### config.mk
export PLATFORM = sky130hd
export DESIGN_NAME = lsu
export DESIGN_NICKNAME = d
export VERILOG_FILES = /design/src/rtl/lsu.sv
export SDC_FILE = /design/constraint.sdc
export NUM_CORES = 1
export LEC_CHECK = 0
export ABC_AREA = 1
export CAP_MARGIN = 0
export CORE_ASPECT_RATIO = 0.75
export CORE_MARGIN = 10
export CORE_UTILIZATION = 40
export CTS_BUF_LIST = sky130_fd_sc_hd__clkbuf_4
export DETAILED_ROUTE_END_ITERATION = 16
export PLACE_DENSITY = 0.84
export REMOVE_ABC_BUFFERS = 1
export SKIP_CTS_REPAIR_TIMING = 1
export SLEW_MARGIN = 20
export SYNTH_ARGS = -nofsm -noshare
export SYNTH_HDL_FRONTEND = slang
export SYNTH_SLANG_ARGS = --single-unit
export TNS_END_PERCENT = 5
### constraint.sdc
create_clock -name clk -period 2 [get_ports clk]
set_input_delay 0.6 -clock clk [delete_from_list [all_inputs] [get_ports clk]]
set_output_delay 0.6 -clock clk [all_outputs]
set_load 0.01 [all_outputs]
### src/rtl/lsu.sv
// Load/store unit: serves one execute-stage load/store over a req/gnt/rvld memory bus.
// Optional bus watchdog enabled by defining CIRNO_LSU_TIMEOUT_EN (limit set by TIMEOUT).
module lsu #(
  parameter int unsigned TIMEOUT = 255
) (
  input  logic        clk,
  input  logic        rst,
  input  logic        hs_ex4ls_val,
  output logic        hs_ls4ex_rdy,
  input  logic [31:0] i_ls_adr,
  input  logic [31:0] i_ls_wdat,
  input  logic [3:0]  i_ls_wen,
  input  logic        i_ls_ren,
  output logic [31:0] o_ls_rdat,
  output logic        o_ls_err,
  output logic        o_mem_req,
  input  logic        i_mem_gnt,
  output logic [31:0] o_mem_adr,
  output logic        o_mem_we,
  output logic [3:0]  o_mem_be,
  output logic [31:0] o_mem_wdat,
  input  logic        i_mem_rvld,
  input  logic [31:0] i_mem_rdat,
  input  logic        i_mem_rerr
);

  localparam int unsigned CNT_W = 16;

  typedef enum logic [1:0] {S_IDLE, S_REQ, S_WAIT, S_RESP} state_t;

  state_t state;
  state_t state_nxt;

  logic is_store;
  logic accept;
  logic capture;
  logic timeout_fire;
  logic timeout_hit;

  // Address byte offset is dropped: the bus is word addressed.
  logic unused_adr_lo;
  assign unused_adr_lo = ^i_ls_adr[1:0];

  assign is_store = |i_ls_wen;

  // Out-of-range TIMEOUT values leave this marker block in the elaborated hierarchy.
  if (TIMEOUT < 1 || TIMEOUT > 65535) begin : g_timeout_out_of_range
  end

`ifdef CIRNO_LSU_TIMEOUT_EN
  localparam logic [CNT_W-1:0] TO_LAST = CNT_W'(TIMEOUT - 1);

  logic [CNT_W-1:0] cnt;

  // Cycles spent since entering REQ; cleared on every accept.
  always_ff @(posedge clk) begin
    if (rst) begin
      cnt <= '0;
    end else if (accept) begin
      cnt <= '0;
    end else if (state == S_REQ || state == S_WAIT) begin
      cnt <= cnt + CNT_W'(1);
    end
  end

  assign timeout_hit = (cnt == TO_LAST);
`else
  assign timeout_hit = 1'b0;
`endif

  // State register.
  always_ff @(posedge clk) begin
    if (rst) begin
      state <= S_IDLE;
    end else begin
      state <= state_nxt;
    end
  end

  // Next state; a real response always wins over the watchdog.
  always_comb begin
    state_nxt    = state;
    accept       = 1'b0;
    capture      = 1'b0;
    timeout_fire = 1'b0;
    case (state)
      S_IDLE: begin
        if (hs_ex4ls_val) begin
          if (i_ls_ren || is_store) begin
            accept    = 1'b1;
            state_nxt = S_REQ;
          end else begin
            state_nxt = S_RESP;
          end
        end
      end
      S_REQ: begin
        if (i_mem_gnt && i_mem_rvld) begin
          capture   = 1'b1;
          state_nxt = S_RESP;
        end else if (timeout_hit) begin
          timeout_fire = 1'b1;
          state_nxt    = S_RESP;
        end else if (i_mem_gnt) begin
          state_nxt = S_WAIT;
        end
      end
      S_WAIT: begin
        if (i_mem_rvld) begin
          capture   = 1'b1;
          state_nxt = S_RESP;
        end else if (timeout_hit) begin
          timeout_fire = 1'b1;
          state_nxt    = S_RESP;
        end
      end
      S_RESP: begin
        state_nxt = S_IDLE;
      end
      default: begin
        state_nxt = S_IDLE;
      end
    endcase
  end

  // Latched request, captured response and registered handshake outputs.
  always_ff @(posedge clk) begin
    if (rst) begin
      hs_ls4ex_rdy <= 1'b0;
      o_mem_req    <= 1'b0;
      o_ls_rdat    <= '0;
      o_ls_err     <= 1'b0;
      o_mem_adr    <= '0;
      o_mem_we     <= 1'b0;
      o_mem_be     <= '0;
      o_mem_wdat   <= '0;
    end else begin
      hs_ls4ex_rdy <= (state_nxt == S_RESP);
      o_mem_req    <= (state_nxt == S_REQ);
      if (state == S_IDLE && hs_ex4ls_val) begin
        o_ls_rdat <= '0;
        o_ls_err  <= 1'b0;
      end
      if (accept) begin
        o_mem_adr  <= {i_ls_adr[31:2], 2'b00};
        o_mem_wdat <= i_ls_wdat;
        o_mem_we   <= is_store;
        o_mem_be   <= is_store ? i_ls_wen : 4'hF;
      end
      if (capture) begin
        o_ls_rdat <= o_mem_we ? 32'h0 : i_mem_rdat;
        o_ls_err  <= i_mem_rerr;
      end
      if (timeout_fire) begin
        o_ls_rdat <= '0;
        o_ls_err  <= 1'b1;
      end
    end
  end

endmodule

==> run_results.csv, run 1 <==
group,metric,value,unit
timing,fin_ws,64.69,ps
worst_setup_path,cp.required,1400,ps
grt,grt_pass1_wl,21400,microns
timing,fin_crit_sh,0.9677,
routing,drt-total-wl,13860,microns
timing,hold_viol_final,0,
routing,num_vias,4548,
floorplanning,fp.dieW,142.9,microns
routing,postRouteAntennaNets,0,
synth,ys_seq_area_frac,0.4595,
worst_setup_path,cp_slowest_stage_delay,550,ps
status,status,"completed",
power_and_ir_drop,p_leak,4.720,nW
synth,ys_seq_elements,104,
synth,synth_compound_area_frac,0.04640,
placement,gp_congestion,0.8154,
worst_setup_path,cp_slowest_cell,"clkdlybuf4s50_1",
grt,grt_overflow,0,
synth,syn_area_per_cell,6.663,sq um
placement,dp_hpwl,10140,microns
grt,grt_use_total,0.1632,
cts,clk_latency,440,ps
cts,cts_tree,"yes",
floorplanning,coreArea,10980,sq um
synth,synth_adder_area_share,0.01105,
worst_setup_path,path_max_fanout,2,
power_and_ir_drop,powerDensity,921.0,nW/um^2
timing,fmax,516.7,MHz
routing,firstDrtPassIters,4,
cts,cts_made_buffers,9,
routing,viasPerCell,4.490,
cts,cts_root_buf,"clkbuf_4",
cells_and_area,syn_to_final_growth,56.09,%
synth,synth-simple-area-share,0.3372,
floorplanning,dieArea,16030,sq um
cts,clockBufferDepth,2,
timing,maxSlewViolCount,0,
timing,finalCriticalPeriod,1935,ps
cts,htreeDepth,3,
worst_setup_path,worstPathBufferInverterCount,1,
power_and_ir_drop,total_power,6.513,mW
floorplanning,die-height,112.2,microns
synth,synth_top_family_by_area,"simple AND/OR/NAND/NOR gates",
worst_setup_path,crit_family,"buffers and inverters",
routing,drcViolationCount,0,
placement,port_buffers,206,
routing,dr.first_iter.drc_count,280,
cells_and_area,drive_above_1_share,0.03899,
timing,setup_violations,0,
grt,grt_pass1_vias,4104,
floorplanning,fp-row-count,33,
synth,syn-instance-count,680,
cells_and_area,final_area,7072,sq um
floorplanning,start_util,0.4125,
power_and_ir_drop,ir_drop,450.3,uV
routing,routedWlPerCell,13.68,microns
min_path,hp-class,"flip-flop to flip-flop",
placement,dp_slack,-25.65,ps
floorplanning,pin_count,211,
worst_setup_path,cp-end-kind,"primary output",
cts,clkSinkCount,104,
synth,syn_area,4531,sq um
cells_and_area,nFillCells,954,
cts,clk_pin_slew,150,ps
worst_setup_path,critPathKind,"flip-flop to primary output",
placement,dpl_cell_area,6674,sq um
synth,synthDistinctLibCells,16,
synth,yosysWarnings,0,
timing,rsz0062_at_grt,"true",
synth,synth_xor_area_frac,0,
grt,grt_max_degree,58,
cells_and_area,final_nets,979,
timing,skew,13.19,ps
run,max_cap_violations,0,
synth,synthMuxAreaShare,0,
grt,grt_antenna_before_repair,1,
worst_setup_path,crit_chain,"clkdlybuf4s50_1",
worst_setup_path,crit_arrival,1340,ps
worst_setup_path,cp-start-kind,"flip-flop",
==> state kept, by name (all words and copies together), names as in the netlist <==
signal,cells
hs_ls4ex_rdy,1
o_ls_err,1
o_ls_rdat,32
o_mem_adr,30
o_mem_be,4
o_mem_req,1
o_mem_wdat,32
o_mem_we,1
state,2
==> cells in the mapped netlist <==
| library cell | count | area, sq um |
|---|---|---|
| nor2_1 | 172 | 645.6 |
| ha_1 | 4 | 50.05 |
| buf_4 | 3 | 22.52 |
| conb_1 | 1 | 3.750 |
| nand3_1 | 69 | 345.3 |
| inv_1 | 102 | 382.9 |
| a21oi_1 | 35 | 175.2 |
| dfxtp_1 | 104 | 2082 |
| buf_1 | 9 | 33.78 |
| nand2_2 | 3 | 18.77 |
| buf_2 | 3 | 15.01 |
| clkbuf_1 | 17 | 63.81 |
| nand2_1 | 138 | 518.0 |
| buf_6 | 12 | 135.1 |
| inv_2 | 1 | 3.750 |
| o21ai_0 | 7 | 35.03 |
==> power breakdown <==
group | total [mW] | switching [mW] | internal [mW] | leakage (nW)
sequential | 2.61 | 0.161 | 2.45 | 0.856
combinational | 2.72 | 1.51 | 1.21 | 3.78
clock | 1.18 | 0.656 | 0.527 | 0.0867
total | 6.51 | 2.33 | 4.18 | 4.72
==> layout make-up <==
class / instances / area [sq um] / area share
multi-input cells: 430 / 1800 / 0.2546
clock inverters: 4 / 70.07 / 0.009908
diodes: 1 / 2.502 / 0.0003539
well taps: 140 / 175.2 / 0.02477
inverters: 103 / 386.6 / 0.05467
clock buffers: 11 / 82.58 / 0.01168
flip-flops and latches: 104 / 2082 / 0.2944
repair buffers: 220 / 2472 / 0.3496
==> cell usage in the layout (no fill, tap or decap), types with 2 or more instances in the layout <==
cell / instances
conb_1: 2
dlymetal6s2s_1: 97
inv_2: 2
buf_4: 9
a21oi_1: 35
buf_12: 5
o21ai_0: 7
clkinv_2: 2
nand2_1: 138
inv_1: 101
nand3_1: 69
ha_1: 4
dfxtp_1: 104
clkdlybuf4s50_1: 109
nor2_1: 172
nand2_2: 2
clkbuf_4: 11
bufinv_16: 2
==> metal layers <==
layer  up-vias  share of wire  track usage
li1       2395              -            -
met1      2013           0.43       0.1987
met2       130           0.48       0.2665
met3        10          0.077      0.05855
met4         0          0.012      0.04458
met5         -              0            0
==> cell families after synthesis <==
| family | Yosys count |
|---|---|
| simple gates | 382 |
| buf+inv | 147 |
| flops | 104 |
| compound gates | 42 |
| fa+ha+maj | 4 |
| other cells | 1 |
==> path summary, 6_finish.rpt <==
check	from	to	slack, ps	cells past startpoint
worst min-delay path	o_ls_rdat[12]$_SDFFE_PP0P_	o_ls_rdat[12]$_SDFFE_PP0P_	480	2
worst max-delay path	o_mem_wdat[25]$_SDFFE_PP0P_	o_mem_wdat[25]	60	1
worst max register to register	state[1]$_SDFF_PP0_	hs_ls4ex_rdy$_SDFF_PP0_	280	7
worst min register to register	o_ls_rdat[12]$_SDFFE_PP0P_	o_ls_rdat[12]$_SDFFE_PP0P_	480	2
==> through the flow <==
step	setup TNS, ps	hold WS, ps	utilization	cells
2_1_floorplan	-55530	498.0	-	637
3_3_place_gp	-13.66	460.7	0.6077	997
3_5_place_dp	-66.38	469.4	0.6077	997
4_1_cts	-218.2	488.7	0.6216	1012
5_1_grt	-23.12	502.6	0.6439	1013
6_report	0	482.9	0.6439	1013
No activity file was read; power rests on OpenSTA's default activity.
==> run 2: changes to the inputs <==
==> constraint.sdc (replaced) <==
create_clock -name clk -period 2.4 [get_ports clk]
set_input_delay 0.72 -clock clk [delete_from_list [all_inputs] [get_ports clk]]
set_output_delay 0.72 -clock clk [all_outputs]
set_load 0.01 [all_outputs]
==> run 2 against run 1 <==
Net effect: combinational power shrank 14%; largest cell class unchanged; via count shrank 2.7%; setup slack gained 230 ps.
==> run_results.csv, run 2 (synthesis results as in run 1) <==
group,metric,value,unit
timing,rsz0062_at_grt,"false",
floorplanning,start_util,0.4125,
cts,clk_latency,440,ps
worst_setup_path,r2r_slack,540,ps
routing,firstDrtPassIters,5,
timing,maxSlewViolCount,0,
grt,grt_pass1_wl,20940,microns
min_path,holdCritStartpoint,"o_ls_rdat[21]$_SDFFE_PP0P_",
worst_setup_path,cp-start-kind,"flip-flop",
grt,grt_use_met2,0.2749,
routing,num_vias,4427,
routing,routedWlPerCell,13.38,microns
routing,drcViolationCount,0,
timing,finalCriticalPeriod,2110,ps
floorplanning,pin_count,211,
cells_and_area,layout_common_cells,"clkdlybuf4s50_1 (206), nor2_1 (172), nand2_1 (138)",
worst_setup_path,crit_arrival,1390,ps
grt,top_usage_layer,"met2",
floorplanning,coreArea,10980,sq um
worst_setup_path,cp.required,1680,ps
min_path,hp-class,"flip-flop to flip-flop",
cells_and_area,syn_to_final_growth,50.10,%
worst_setup_path,cp_slowest_stage_delay,580,ps
timing,whs,485.6,ps
grt,grt_max_degree,68,
grt,met1_usage,0.1828,
timing,skew,11.89,ps
placement,dp.cells,993,
cells_and_area,multi_input_area,1800,sq um
power_and_ir_drop,powerDensity,803.8,nW/um^2
placement,port_buffers,206,
cts,clockBufferDepth,2,
cells_and_area,final_common_cell,"clkdlybuf4s50_1",
worst_setup_path,path_max_fanout,2,
min_path,hold_path_end,"o_ls_rdat[21]$_SDFFE_PP0P_",
run,max_cap_violations,0,
power_and_ir_drop,p_leak,3.153,nW
cells_and_area,drive_above_1_share,0.03230,
cts,cts_tree,"yes",
cts,htreeDepth,3,
routing,dr.first_iter.drc_count,267,
worst_setup_path,r2r_start,"state[1]$_SDFF_PP0_",
floorplanning,fp.dieW,142.9,microns
worst_setup_path,crit_chain,"clkdlybuf4s50_1",
worst_setup_path,reg2reg_depth,7,
cells_and_area,top_regs,"o_ls_rdat (32), o_mem_wdat (32), o_mem_adr (30)",
timing,hold_viol_final,0,
worst_setup_path,crit_family,"buffers and inverters",
cts,clk_pin_slew,140,ps
grt,grt_antenna_before_repair,1,
worst_setup_path,cp_slowest_cell,"clkdlybuf4s50_1",
timing,setup_violations,0,
cells_and_area,nFillCells,1025,
grt,grt_overflow,0,
cts,cts_made_buffers,9,
cells_and_area,final_nets,975,
placement,dp_hpwl,9966,microns
grt,grt_use_total,0.1597,
floorplanning,dieArea,16030,sq um
floorplanning,fp-row-count,33,
worst_setup_path,critPathKind,"flip-flop to primary output",
cts,clkSinkCount,104,
routing,postRouteAntennaNets,0,
power_and_ir_drop,ir_drop,342.4,uV
placement,gp_congestion,0.8206,
routing,drt-total-wl,13490,microns
worst_setup_path,reg2reg_to,"state[1]$_SDFF_PP0_",
worst_setup_path,worstPathBufferInverterCount,1,
grt,grt_pass1_vias,4049,
worst_setup_path,cp-end-kind,"primary output",
grt,use_met3,0.05939,
floorplanning,die-height,112.2,microns
min_path,whs_path_depth,2,
status,status,"completed",
cts,cts_root_buf,"clkbuf_4",
timing,fin_crit_sh,0.8791,
routing,viasPerCell,4.392,
cells_and_area,layoutNonFillerInstCount,1008,
timing,fmax,474.0,MHz
cells_and_area,regArea,2082,sq um
[run 2: worst max path at each step]
stage                                     startpoint                         end  depth (start not counted)
after floorplan                         hs_ex4ls_val  o_mem_adr[10]$_SDFFE_PP0P_                          7
after global placement                  hs_ex4ls_val         state[1]$_SDFF_PP0_                          6
after detailed placement                hs_ex4ls_val  o_mem_adr[24]$_SDFFE_PP0P_                          9
after CTS                  o_ls_rdat[8]$_SDFFE_PP0P_                o_ls_rdat[8]                          1
after global routing       o_ls_rdat[8]$_SDFFE_PP0P_                o_ls_rdat[8]                          1
final                     o_ls_rdat[26]$_SDFFE_PP0P_               o_ls_rdat[26]                          1
[run 2: stage by stage]
| stage | instance area [sq um] | total power [mW] | worst slack, ps | util | setup TNS [ps] |
|---|---|---|---|---|---|
| 6_report | 6800 | 5.466 | 290.1 | 0.6192 | 0 |
| 5_1_grt | 6800 | 5.842 | 193.5 | 0.6192 | 0 |
| 4_1_cts | 6798 | 5.525 | 252.1 | 0.6189 | 0 |
| 3_5_place_dp | 6656 | 4.574 | 202.4 | 0.6061 | 0 |
| 3_3_place_gp | 6656 | 4.532 | 221.5 | 0.6061 | 0 |
| 2_1_floorplan | 4264 | 3.386 | -300.3 | - | -19620 |
[run 2: final cells by class]
cell class / count / area share
repair buffers: 216 / 0.3253
flip-flops and latches: 104 / 0.3062
multi-input cells: 430 / 0.2648
inverters: 103 / 0.05685
well taps: 140 / 0.02576
clock inverters: 5 / 0.01086
clock buffers: 9 / 0.009936
diodes: 1 / 0.0003680
[run 2: routing by layer]
layer  routed length (microns)  up-vias  share of wire
met4                       148        0          0.011
met1                      5705     1913           0.42
met2                      6515      124           0.48
met3                      1118       13          0.083
li1                          -     2377              -
met5                         0        -              0
[run 2: power by group]
part           leakage [nW]  total, mW  internal, mW  switching [mW]
Combinational          2.22       2.33          1.08            1.26
Sequential            0.856       2.18          2.04           0.146
Clock                0.0791      0.948         0.406           0.542
==> RTL edit 1, RTL diff (flow settings as in run 1) <==
Add a define of `CIRNO_LSU_TIMEOUT_EN`.
--- a/src/rtl/lsu.sv
+++ b/src/rtl/lsu.sv
@@ -2,2 +2,4 @@
 // Optional bus watchdog enabled by defining CIRNO_LSU_TIMEOUT_EN (limit set by TIMEOUT).
+`define CIRNO_LSU_TIMEOUT_EN
+
 module lsu #(
Function: no difference found for any inputs over 10 cycles, from zero or initial values and one cycle with rst high; that may be too few to reach the edited logic, so the function may still have changed.
==> RTL edit 1 against run 1 <==
- via count grew 4.4%
- clock skew increased by 0.0011 ns
- clock power increased by 48%
- setup slack gained 0.10 ns
- wire length grew 12%
- design area grew 5.7%
- power up 19%
- sequential cell count rose by 16
- global-route usage up 1.2 points
- utilization up 0.70 points
- area after synthesis up 3.0%
- count of clock-buffer cells in the layout increased by 7
- critical path type is now register to register
- critical endpoint is now cnt[14]
- largest cell class unchanged
- highest routed layer unchanged
==> RTL edit 1: results (changes against run 1) <==
Syn. warnings -> 0 (unchanged)
Worst path slowest cell -> ha_2
Final WS setup -> 0.167 ns (+0.102 ns)
Top delay family on crit path -> simple AND/OR/NAND/NOR gates
met1 WL -> 6.52 mm (+8.7%)
routed wl met2 -> 6.81 mm (+2.8%)
CP Class -> register to register
Worst-path clk slew -> 0.11 ns (-0.04 ns)
number of global-route vias before repair -> 4,373 (+6.6%)
crit path DAT -> 2.25 ns (+0.91 ns)
most common library cells after synthesis -> 152 x nor2_1, 120 x dfxtp_1, 71 x nand2_1, 70 x o21ai_0, 46 x a21oi_1
H-Tree Depth -> 4 (+1)
slowest stage delay, CP -> 0.41 ns (-0.14 ns)
first-pass GRT wire length -> 22.9 mm (+7.2%)
Net Sw Frac -> 0.361 (+0.00282)
filler instances -> 931 (-2.4%)
Pre-Repair DR Iteration Count -> 5 (+1)
outcome -> complete, no violations
pre-CTS setup slack -> -0.0793 ns (-0.0537 ns)
synth top area cells -> dfxtp_1 52%, nor2_1 12%, o21ai_0 7.5%
placed insts -> 945 (-5.2%)
maximum vdd ir drop -> 0.420 mV (-6.7%)
r2r endpoint -> cnt[14]
Leak Pwr -> 4.42 nW (-6.3%)
clock power share -> 0.226 (+0.044)
clk_lat worst skew -> 0.53 ns (+0.09 ns)
global placement routability congestion -> 0.824 (+1.1%)
Worst R2R Path Depth -> 9 (+2)
clock skew -> 0.0143 ns (+0.00109 ns)
Worst R2R Start -> state[0]
DP HPWL -> 11.1 mm (+9.4%)
NetSw -> 2.80 mW (+20%)
drt wl/cell -> 15.8 um (+16%)
CP endpoint kind -> register
hold path startpoint -> cnt[12]
fin nets -> 933 (-4.7%)
ANT cells -> 0 (-1)
Comb. pwr -> 2.93 mW (+7.7%)
share of cells above drive strength 1 -> 0.0852 (+0.0462)
dpl cell area -> 0.00693 sq mm (+3.8%)
CTS Buf Count -> 17 (+8)
ys async rst share -> 0 (unchanged)
critical path peak fanout -> 6 (+4)
initial antenna violation count -> 0 (-1)
synthesized instance count -> 609 (-10%)
Layout Cells excl Fill -> 977 (-3.6%)
Total GRT Usage -> 0.175 (+0.0123)
metal3 WL -> 2.01 mm (+88%)
vias -> 4,750 (+4.4%)
hold worst-path end -> cnt[12]
pin count of the biggest net entering global routing -> 60 (+3.4%)
RTL edit 1: cell count changes in the layout (fill, tap and decap cells not counted), sizes merged, moves of 11 or more:
cell   before  now
a21oi      35   46
dfxtp     104  120
inv       103   34
nand2     141   74
nand3      69   43
nor2      172  156
o21ai       7   72
RTL edit 1: kinds of logic after synthesis:
group / synth area share
other: 0.000804
and+or+nand+nor: 0.262
buffers and inverters: 0.0703
adders and majority gates: 0.0161
DFF: 0.515
xor gates and xnor gates: 0.00376
AOI/OAI and AO/OA: 0.132
RTL edit 1: layer usage:
| metal | GRT usage | up-vias |
|---|---|---|
| met5 | 0 | - |
| met4 | 0.0504 | 0 |
| li1 | - | 2396 |
| met1 | 0.208 | 2147 |
| met3 | 0.0897 | 15 |
| met2 | 0.273 | 192 |
RTL edit 1: final cells by class:
type,instances,area (sq um),area share
Timing Repair Buffer,227,2540,0.339
Sequential cell,120,2400,0.322
Multi-Input combinational cell,421,1940,0.260
Tap cell,144,180,0.0241
Clock inverter,14,153,0.0204
Clock buffer,18,135,0.0181
Inverter,33,124,0.0166
RTL edit 1: through the flow:
| stage | hold WS (ns) | TNS (ns) |
|---|---|---|
| finish | 0.468 | 0 |
| global route | 0.487 | 0 |
| CTS | 0.470 | -9.12 |
| detailed placement | 0.452 | -2.14 |
| global placement | 0.447 | -0.942 |
| floorplan | 0.437 | -80.87 |
RTL edit 1: worst reg2reg max path: stages, from the launching register on:
cell,delay [ns]
dfxtp_1,0.40
inv_1,0.11
ha_2,0.41
nand2_1,0.11
nor2_4,0.14
nand2_2,0.09
nor2_4,0.10
nand2_1,0.12
nor3_1,0.20
nor3b_2,0.07
==> RTL edit 2, RTL diff (flow settings as in run 1) <==
Without the edit above. Register the output `o_ls_err` once more; this adds one clock of latency there. The other outputs are not delayed to match.
--- a/src/rtl/lsu.sv
+++ b/src/rtl/lsu.sv
@@ -29,2 +29,4 @@
   typedef enum logic [1:0] {S_IDLE, S_REQ, S_WAIT, S_RESP} state_t;
+
+  logic o_ls_err_s0;
 
@@ -131,3 +133,3 @@
       o_ls_rdat    <= '0;
-      o_ls_err     <= 1'b0;
+      o_ls_err_s0  <= 1'b0;
       o_mem_adr    <= '0;
@@ -141,3 +143,3 @@
         o_ls_rdat <= '0;
-        o_ls_err  <= 1'b0;
+        o_ls_err_s0 <= 1'b0;
       end
@@ -151,3 +153,3 @@
         o_ls_rdat <= o_mem_we ? 32'h0 : i_mem_rdat;
-        o_ls_err  <= i_mem_rerr;
+        o_ls_err_s0 <= i_mem_rerr;
       end
@@ -155,3 +157,3 @@
         o_ls_rdat <= '0;
-        o_ls_err  <= 1'b1;
+        o_ls_err_s0 <= 1'b1;
       end
@@ -160,2 +162,6 @@
 
+  always_ff @(posedge clk) begin
+    o_ls_err <= o_ls_err_s0;
+  end
+
 endmodule
Formal check against the unedited RTL: not equivalent (a bounded check fails within 4 cycles, from zero or initial values and one cycle with rst high).
==> RTL edit 2 against run 1 <==
- sequential cell count up 1
- setup slack improved by 0.018 ns
- wire length rose by 0.76%
- area after synthesis is 0.44% higher
- design area up 0.83%
- power is 2.8% higher
- non-clock buffer count is the same
- combinational power is 2% higher
- die area up 0.37%
- critical path type unchanged
- critical endpoint is now o_mem_adr[30]
==> RTL edit 2: results (changes against run 1) <==
outcome -> complete, no violations
crit path DAT -> 1.32 ns (-0.02 ns)
Via density -> 4.52 (+0.62%)
global placement routability congestion -> 0.807 (-1.0%)
met1 WL -> 5.66 mm (-5.8%)
most common library cells after synthesis -> 172 x nor2_1, 138 x nand2_1, 105 x dfxtp_1, 102 x inv_1, 69 x nand3_1
number of global-route vias before repair -> 4,217 (+2.8%)
internal power -> 4.35 mW (+4.0%)
clock skew -> 0.0145 ns (+0.00135 ns)
first-pass GRT wire length -> 21.6 mm (+0.81%)
met3 usage -> 0.0623 (+0.00379)
synthesized instance count -> 681 (+0.15%)
metal3 WL -> 1.23 mm (+15%)
share of cells above drive strength 1 -> 0.0367 (-0.00229)
Adder-Cell Fraction of Synth Area -> 0.0110 (-0.0000486)
pin count of the biggest net entering global routing -> 52 (-10%)
Leak Pwr -> 4.72 nW (about the same)
Total GRT Usage -> 0.165 (+0.00143)
sequential power share -> 0.393 (-0.007)
Comb. pwr -> 2.78 mW (+2%)
initial DRC count -> 242 (-14%)
Synth Area in Compound Gates -> 0.0462 (-0.000204)
placed insts -> 998 (+0.10%)
register area share after synthesis -> 0.462 (+0.00238)
dpl cell area -> 0.00672 sq mm (+0.67%)
DP HPWL -> 10.4 mm (+2.6%)
maximum vdd ir drop -> 0.522 mV (+16%)
[RTL edit 2: worst register-to-register path: cells and delay by family (launching register included)]
family | cells | cell delay [ns]
buf+inv | 3 | 0.59
simple gates | 2 | 0.24
flops | 1 | 0.43
fa+ha+maj | 1 | 0.25
compound gates | 1 | 0.15
[RTL edit 2: worst paths after layout]
| kind | slack, ns | cells after the start | end | start |
|---|---|---|---|---|
| worst max-delay path | 0.08 | 1 | o_mem_adr[30] | o_mem_adr[30] |
| worst min-delay path | 0.36 | 0 | o_ls_err | o_ls_err_s0 |
| worst max register to register | 0.27 | 7 | o_ls_rdat[19] | state[1] |
| worst min register to register | 0.36 | 0 | o_ls_err | o_ls_err_s0 |
[RTL edit 2: cell families (layout without fill, tap and decap cells)]
kind of cell | after synthesis | after routing
and+or+nand+nor | 382 | 382
buffers and inverters | 147 | 337
DFF | 105 | 105
AOI/OAI and AO/OA | 42 | 42
adders and majority gates | 4 | 4
other | 1 | 3
[RTL edit 2: area by class of cell]
| type | count | area (sq um) |
|---|---|---|
| sequential | 105 | 2100 |
| fill | 990 | 3890 |
| inverter | 103 | 387 |
| timing repair buffer | 220 | 2490 |
| clock inverter | 4 | 93.8 |
| multi-input combinational | 430 | 1800 |
| tap | 140 | 175 |
| antenna | 1 | 2.50 |
| clock buffer | 10 | 75.1 |
[RTL edit 2: stage by stage]
stage / setup WS [ns] / power (mW) / util / TNS [ns]
3_3_place_gp: 0.0352 / 5.50 / 0.609 / 0
3_5_place_dp: -0.00221 / 5.56 / 0.609 / -0.00221
4_1_cts: -0.0272 / 6.86 / 0.625 / -0.270
2_1_floorplan: -0.651 / 4.08 / - / -55.53
6_report: 0.0828 / 6.69 / 0.647 / 0
5_1_grt: 0.00158 / 7.18 / 0.647 / 0
